### src/rtl/dequant_unpack.sv
// Widening stage ahead of the MAC array: unpacks LANES signed narrow lanes per word,
// removes the zero point and left-shifts each lane into a signed OUT_W value, one per cycle.
module dequant_unpack #(
    parameter int LANES   = 4,
    parameter int IN_W    = 8,
    parameter int OUT_W   = 16,
    parameter int SHIFT_W = 3
) (
    input  logic                    clk,
    input  logic                    rst_n,
    input  logic                    s_valid,
    output logic                    s_ready,
    input  logic [LANES*IN_W-1:0]   s_data,
    input  logic                    s_last,
    input  logic [IN_W-1:0]         cfg_zp,
    input  logic [SHIFT_W-1:0]      cfg_shift,
    output logic                    m_valid,
    input  logic                    m_ready,
    output logic signed [OUT_W-1:0] m_data,
    output logic                    m_last,
    output logic                    busy
);

    localparam int LANE_W = $clog2(LANES);
    localparam logic [LANE_W-1:0] LAST_LANE = LANE_W'(LANES - 1);

    typedef enum logic {
        IDLE,
        EMIT
    } state_t;

    state_t                  state_p0;
    state_t                  state_nxt;
    logic [LANE_W-1:0]       lane_p0;
    logic [LANE_W-1:0]       lane_nxt;
    logic [LANES*IN_W-1:0]   word_p0;
    logic signed [IN_W-1:0]  zp_p0;
    logic [SHIFT_W-1:0]      shift_p0;
    logic                    last_p0;
    logic                    rdy_en_p0;
    logic                    at_last;
    logic                    accept;

    function automatic logic signed [IN_W-1:0] lane_sel(
        input logic [LANES*IN_W-1:0] w,
        input logic [LANE_W-1:0]     idx
    );
        return w[idx*IN_W +: IN_W];
    endfunction

    // The difference fits in IN_W+1 bits and the OUT_W bound covers the largest shift,
    // so neither the subtraction nor the shift can overflow.
    function automatic logic signed [OUT_W-1:0] dequant(
        input logic signed [IN_W-1:0] v,
        input logic signed [IN_W-1:0] zp,
        input logic [SHIFT_W-1:0]     sh
    );
        logic signed [IN_W:0]    d;
        logic signed [OUT_W-1:0] wide;
        d    = {v[IN_W-1], v} - {zp[IN_W-1], zp};
        wide = OUT_W'(d);
        return wide <<< sh;
    endfunction

    always_comb begin
        at_last   = (lane_p0 == LAST_LANE);
        // Ready reaches back through m_ready so a new word can follow the last lane without a bubble.
        s_ready   = rdy_en_p0 && ((state_p0 == IDLE) || (at_last && m_ready));
        accept    = s_valid && s_ready;
        state_nxt = state_p0;
        lane_nxt  = lane_p0;
        case (state_p0)
            IDLE: begin
                if (accept) begin
                    state_nxt = EMIT;
                    lane_nxt  = '0;
                end
            end
            EMIT: begin
                if (m_ready) begin
                    if (!at_last) begin
                        lane_nxt = lane_p0 + 1'b1;
                    end else if (accept) begin
                        lane_nxt = '0;
                    end else begin
                        state_nxt = IDLE;
                        lane_nxt  = '0;
                    end
                end
            end
            default: begin
                state_nxt = IDLE;
                lane_nxt  = '0;
            end
        endcase
    end

    // Stage p0: held word, its configuration snapshot and the lane pointer
    always_ff @(posedge clk or negedge rst_n) begin
        if (!rst_n) begin
            state_p0  <= IDLE;
            lane_p0   <= '0;
            word_p0   <= '0;
            zp_p0     <= '0;
            shift_p0  <= '0;
            last_p0   <= 1'b0;
            rdy_en_p0 <= 1'b0;
        end else begin
            state_p0  <= state_nxt;
            lane_p0   <= lane_nxt;
            rdy_en_p0 <= 1'b1;
            if (accept) begin
                word_p0  <= s_data;
                zp_p0    <= cfg_zp;
                shift_p0 <= cfg_shift;
                last_p0  <= s_last;
            end
        end
    end

    always_comb begin
        m_valid = (state_p0 == EMIT);
        busy    = m_valid;
        m_last  = m_valid && last_p0 && at_last;
        m_data  = m_valid ? dequant(lane_sel(word_p0, lane_p0), zp_p0, shift_p0) : '0;
    end

endmodule

### config.mk
export PLATFORM = sky130hd
export DESIGN_NAME = dequant_unpack
export DESIGN_NICKNAME = d
export VERILOG_FILES = /design/src/rtl/dequant_unpack.sv
export SDC_FILE = /design/constraint.sdc
export NUM_CORES = 1
export LEC_CHECK = 0
export ABC_AREA = 1
export BUFFER_PORTS_ARGS = -buffer_cell sky130_fd_sc_hd__buf_2
export CORE_ASPECT_RATIO = 0.5
export CORE_MARGIN = 4
export CORE_UTILIZATION = 49
export CTS_CLUSTER_SIZE = 14
export DETAILED_ROUTE_END_ITERATION = 7
export PLACE_DENSITY_LB_ADDON = 0.15
export RECOVER_POWER = 50
export REMOVE_ABC_BUFFERS = 1
export SETUP_SLACK_MARGIN = 0.5
export SYNTH_ARGS = -nofsm -noshare
export SYNTH_HDL_FRONTEND = slang
export SYNTH_SLANG_ARGS = --single-unit
### constraint.sdc
create_clock -name clk -period 2.4 [get_ports clk]
set_input_delay 0.24 -clock clk [delete_from_list [all_inputs] [get_ports clk]]
set_output_delay 0.24 -clock clk [all_outputs]
set_load 0.005 [all_outputs]
# Word-level counts from Yosys, hierarchy flattened

Index checks and enable logic that the tools add are counted.

Bits in registers: 48
Input bits: 48

Add/sub/neg operators: 2
Equality and inequality tests: 3
Shifts and indexed selects: 2
Mux-type cells: 9
Bitwise operators: 1
Reduce and logical (&&, ||, !) cells: 7

Operators with widths:

| kind                                         | number |
|---|---|
| indexed part select 32 x 6 -> 8 bit          | 1 |
| 2-to-1 mux 16 bit                            | 1 |
| <<< shifter 9 x 3 -> 16 bit                  | 1 |
| subtractor 8 x 8 -> 9 bit                    | 1 |
| 2-to-1 mux 2 bit                             | 3 |
| logical AND 1 bit                            | 5 |
| != test 2 bit (second input constant)        | 2 |
| case mux 2 bit (2 select lines)              | 1 |
| 2-to-1 mux 1 bit                             | 3 |
| adder 2 x 1 -> 2 bit (second input constant) | 1 |
| == test 2 bit (second input constant)        | 1 |
| case mux 1 bit (2 select lines)              | 1 |
| AND reduction 2 bit                          | 1 |
| logical OR 1 bit                             | 1 |
| inverter 1 bit                               | 1 |

# Longest topological paths before layout

Word-level depth: 9
Gate-level depth with buffers: 18

# Worst setup path before layout

No wires, ideal clock.

Path kind: register -> output
From: register lane_p0[1]
To: output port m_data[13]
Arrival: 2.292 ns
Required time: 2.160 ns
Slack: -0.132 ns
Cell stages (with the launch flop): 16
Buffers on the path: 1
Path through: dfrtp_1 > inv_1 > clkbuf_1 > a21oi_1 > a32o_1 > ha_1 > fa_1 > inv_1 > nand2_1 > nand2_2 > nand2_1 > nand3_1 > nand3_1 > nand2_1 > inv_1 > a21oi_1

Cells in the longest elaborated chain, start to end: 4

RTL lines:

| what                                | RTL line | RTL |
|---|---|---|
| start: declaration                  | 34       | `logic [LANE_W-1:0] lane_p0;` |
| start signal: assignment            | 110      | `lane_p0 <= lane_nxt;` |
| indexed part select 32 x 6 -> 8 bit | 48       | `return w[idx*IN_W +: IN_W];` |
| subtractor 8 x 8 -> 9 bit           | 60       | `d = {v[IN_W-1], v} - {zp[IN_W-1], zp};` |
| <<< shifter 9 x 3 -> 16 bit         | 62       | `return wide <<< sh;` |
| 2-to-1 mux 16 bit                   | 125      | `m_data = m_valid ? dequant(lane_sel(word_p0, lane_p0), zp_p0, shift_p0) : '0;` |
| end: declaration                    | 19       | `output logic signed [OUT_W-1:0] m_data,` |

No other way between the ends.

# Worst setup path after layout

From: register lane_p0[0]
To: output port m_data[14]

The elaborated chain is that of the path after synthesis.

==> metrics.txt <==
Num CTS Buffers=5; die width=120 µm; Starting DRT DRC Count=between 150 and 200; Nets=499; Clock Latency Late Sink=0.28 ns; Longest Clk Path Bufs=2; max-slew violation count=0; most frequent cells in the layout=65 x buf_2, 47 x dfrtp_1, 44 x nand2_1, 35 x mux2_4, 34 x inv_1; dpl ws=-0.315 ns; Final GP Congestion=0.881; Antenna Nets Post-Route=0; initial core utilization=50.8%; sequential area share after synthesis=38.9%; final hold violations=0; Final Critical Period=2.89 ns; syn avg cell area=9.01 µm²; number of synthesized flops with an enable pin=0; Die ar.=7720 µm²; port bufs=67; Die Y=64.2 µm; Netlist Area Pre-Place=3090 µm²; maximum net fanout on the critical path=12; number of global-route vias before repair=between 2000 and 3000; critical path class=reg2out; Final period util=120%; core area=6080 µm²; ANT cells=0; Main synth FF type=dfrtp_1; Setup Skew=0.00499 ns; GRT Residual Overflow=0; total wire length=9080 µm; number of synthesized register bits=48; unrepaired setup endpoints after global routing=true; DP HPWL=~5300 µm; clock input transition at the sequential cells of the worst setup and hold paths=about 0.070 ns; layout cells sized above 1=between 50% and 60%; TritonCTS clock tree=built; max_slew headroom=12.8%; First-pass DRT Iterations=5; H-tree depth=2; post-synthesis cell count=343; DRC errors left=0; Total GRT Usage=a little over a fifth; first-pass GRT wire length=13100 µm; Max Cap Viol=0; IO Pins=68; Final setup viols=15; CP required=2.16 ns; asr flop ratio synth=100%; Routed WL per cell=around 17 µm; antenna violations before repair=0; Unique masters post-synth=35; Worst Max-Slew Pin Slew=1.31 ns; Critical Path Sink Type=output port; status=complete, but fails checks; Final Cell Area=4430 µm²; post-route setup slack=-0.490 ns; WP data arrival=2.65 ns; CTS sink cnt=48; commonest non-fill, non-tap cell in the layout=buf_2; startpoint types=register; synthesis-to-layout area growth=43.2%; HP Class=in2reg; placed cell areas=approximately 3500 µm²; Std-Cell Rows=20; failing checks=negative setup slack; via count=roughly 2800; DR vias/cell=approximately 5.3; fmax=346 MHz; root buffer cell=clkbuf_16; YS warnings=0; largest net degree at the start of global routing=26
per-stage QoR:
stage          cells  util [%]  hold WS, ns  setup TNS, ns
2_1_floorplan    329         -      -0.0556          -2.98
3_3_place_gp     502      58.2       0.0610          -2.12
3_5_place_dp     502      58.2       0.0686          -3.44
4_1_cts          519      65.6        0.177          -6.58
5_1_grt          529      72.8        0.172          -9.05
6_report         529      72.8        0.181          -6.41
cells by family after synthesis:
kind of cell,count (synthesis),synth area share [%]
xor gates and xnor gates,4,1.13
other,1,0.121
buffers and inverters,54,9.27
DFF,48,38.9
AOI/OAI and AO/OA,53,10.1
adders and majority gates,11,4.69
and+or+nand+nor,136,19.2
muxes,36,16.6
synth_stat cells, types with 2 or more instances:
cell	instances	area [µm²]
nand4_1	2	12.5
nor2_1	30	113
mux2_4	29	435
nand3_1	35	175
nand2_1	66	248
buf_12	3	60.1
ha_1	10	125
dfrtp_1	48	1200
o21ai_0	19	95.1
inv_1	38	143
buf_6	3	33.8
o22ai_1	6	37.5
o211ai_1	3	22.5
mux2_2	6	67.6
o21ai_1	3	15.0
xor2_1	2	17.5
buf_2	3	15.0
clkbuf_1	4	15.0
a21oi_2	2	17.5
xnor2_1	2	17.5
a21oi_1	15	75.1
path summary, 6_finish.rpt:
kind                                          from                       to  slack (ns)  cells past startpoint
hold reg to reg            word_p0[11]$_DFFE_PN0P_  word_p0[11]$_DFFE_PN0P_        0.52                      1
min in group asynchronous                    rst_n  shift_p0[1]$_DFFE_PN0P_        0.34                      2
max in group asynchronous                    rst_n   lane_p0[0]$_DFFE_PN0P_        0.46                      3
setup reg to reg            lane_p0[0]$_DFFE_PN0P_     zp_p0[4]$_DFFE_PN0P_        0.48                     11
setup / recovery            lane_p0[0]$_DFFE_PN0P_               m_data[14]       -0.49                     17
hold / removal                        cfg_shift[2]  shift_p0[2]$_DFFE_PN0P_        0.18                      2
area by class of cell:
cell class	instances	area (µm²)
Clock buffer	5	125
Clock inverter	3	42.5
Fill cell	425	1650
Inverter	40	158
Multi-Input combinational cell	246	2140
Sequential cell	48	1200
Tap cell	88	110
Timing Repair Buffer	99	651
critical path, stage by stage (launching register included):
cell     delay [ns]
dfrtp_2        0.45
buf_6          0.13
buf_12         0.14
nor2_2         0.18
o22ai_4        0.12
ha_1           0.32
nand2_1        0.07
inv_1          0.07
nand2_2        0.09
nand2_4        0.07
nand2_4        0.10
nand2_4        0.06
nand2_4        0.07
nand3_2        0.08
nand2_2        0.12
inv_2          0.05
a21oi_1        0.10
buf_2          0.12
flip-flops by register name, indices dropped and copies added (netlist names):
name / flops
word_p0: 32
zp_p0: 8
shift_p0: 3
lane_p0: 2
busy: 1
last_p0: 1
rdy_en_p0: 1
routing by layer:
| metal | GRT usage (%) | part of all wire (%) | up-vias |
|---|---|---|---|
| met5 | 0 | 0 | - |
| met4 | 5.08 | 1.6 | 0 |
| met3 | 4.95 | 5.7 | 15 |
| met2 | 34.7 | 48 | 109 |
| met1 | 29.1 | 44 | 1334 |
| li1 | - | - | 1339 |
repair_timing:
item	in CTS	in global routing
cloned	3	2
hold endpoints to repair	4	0
setup endpoints to repair	54	52
setup buffers	5	8
gates resized for setup	60	72
hold buffers	1	0
pin swaps	33	33
Power is left out: the tool's default activity adds up to more than one toggle a clock period on the data nets, which glitch-free logic cannot reach.
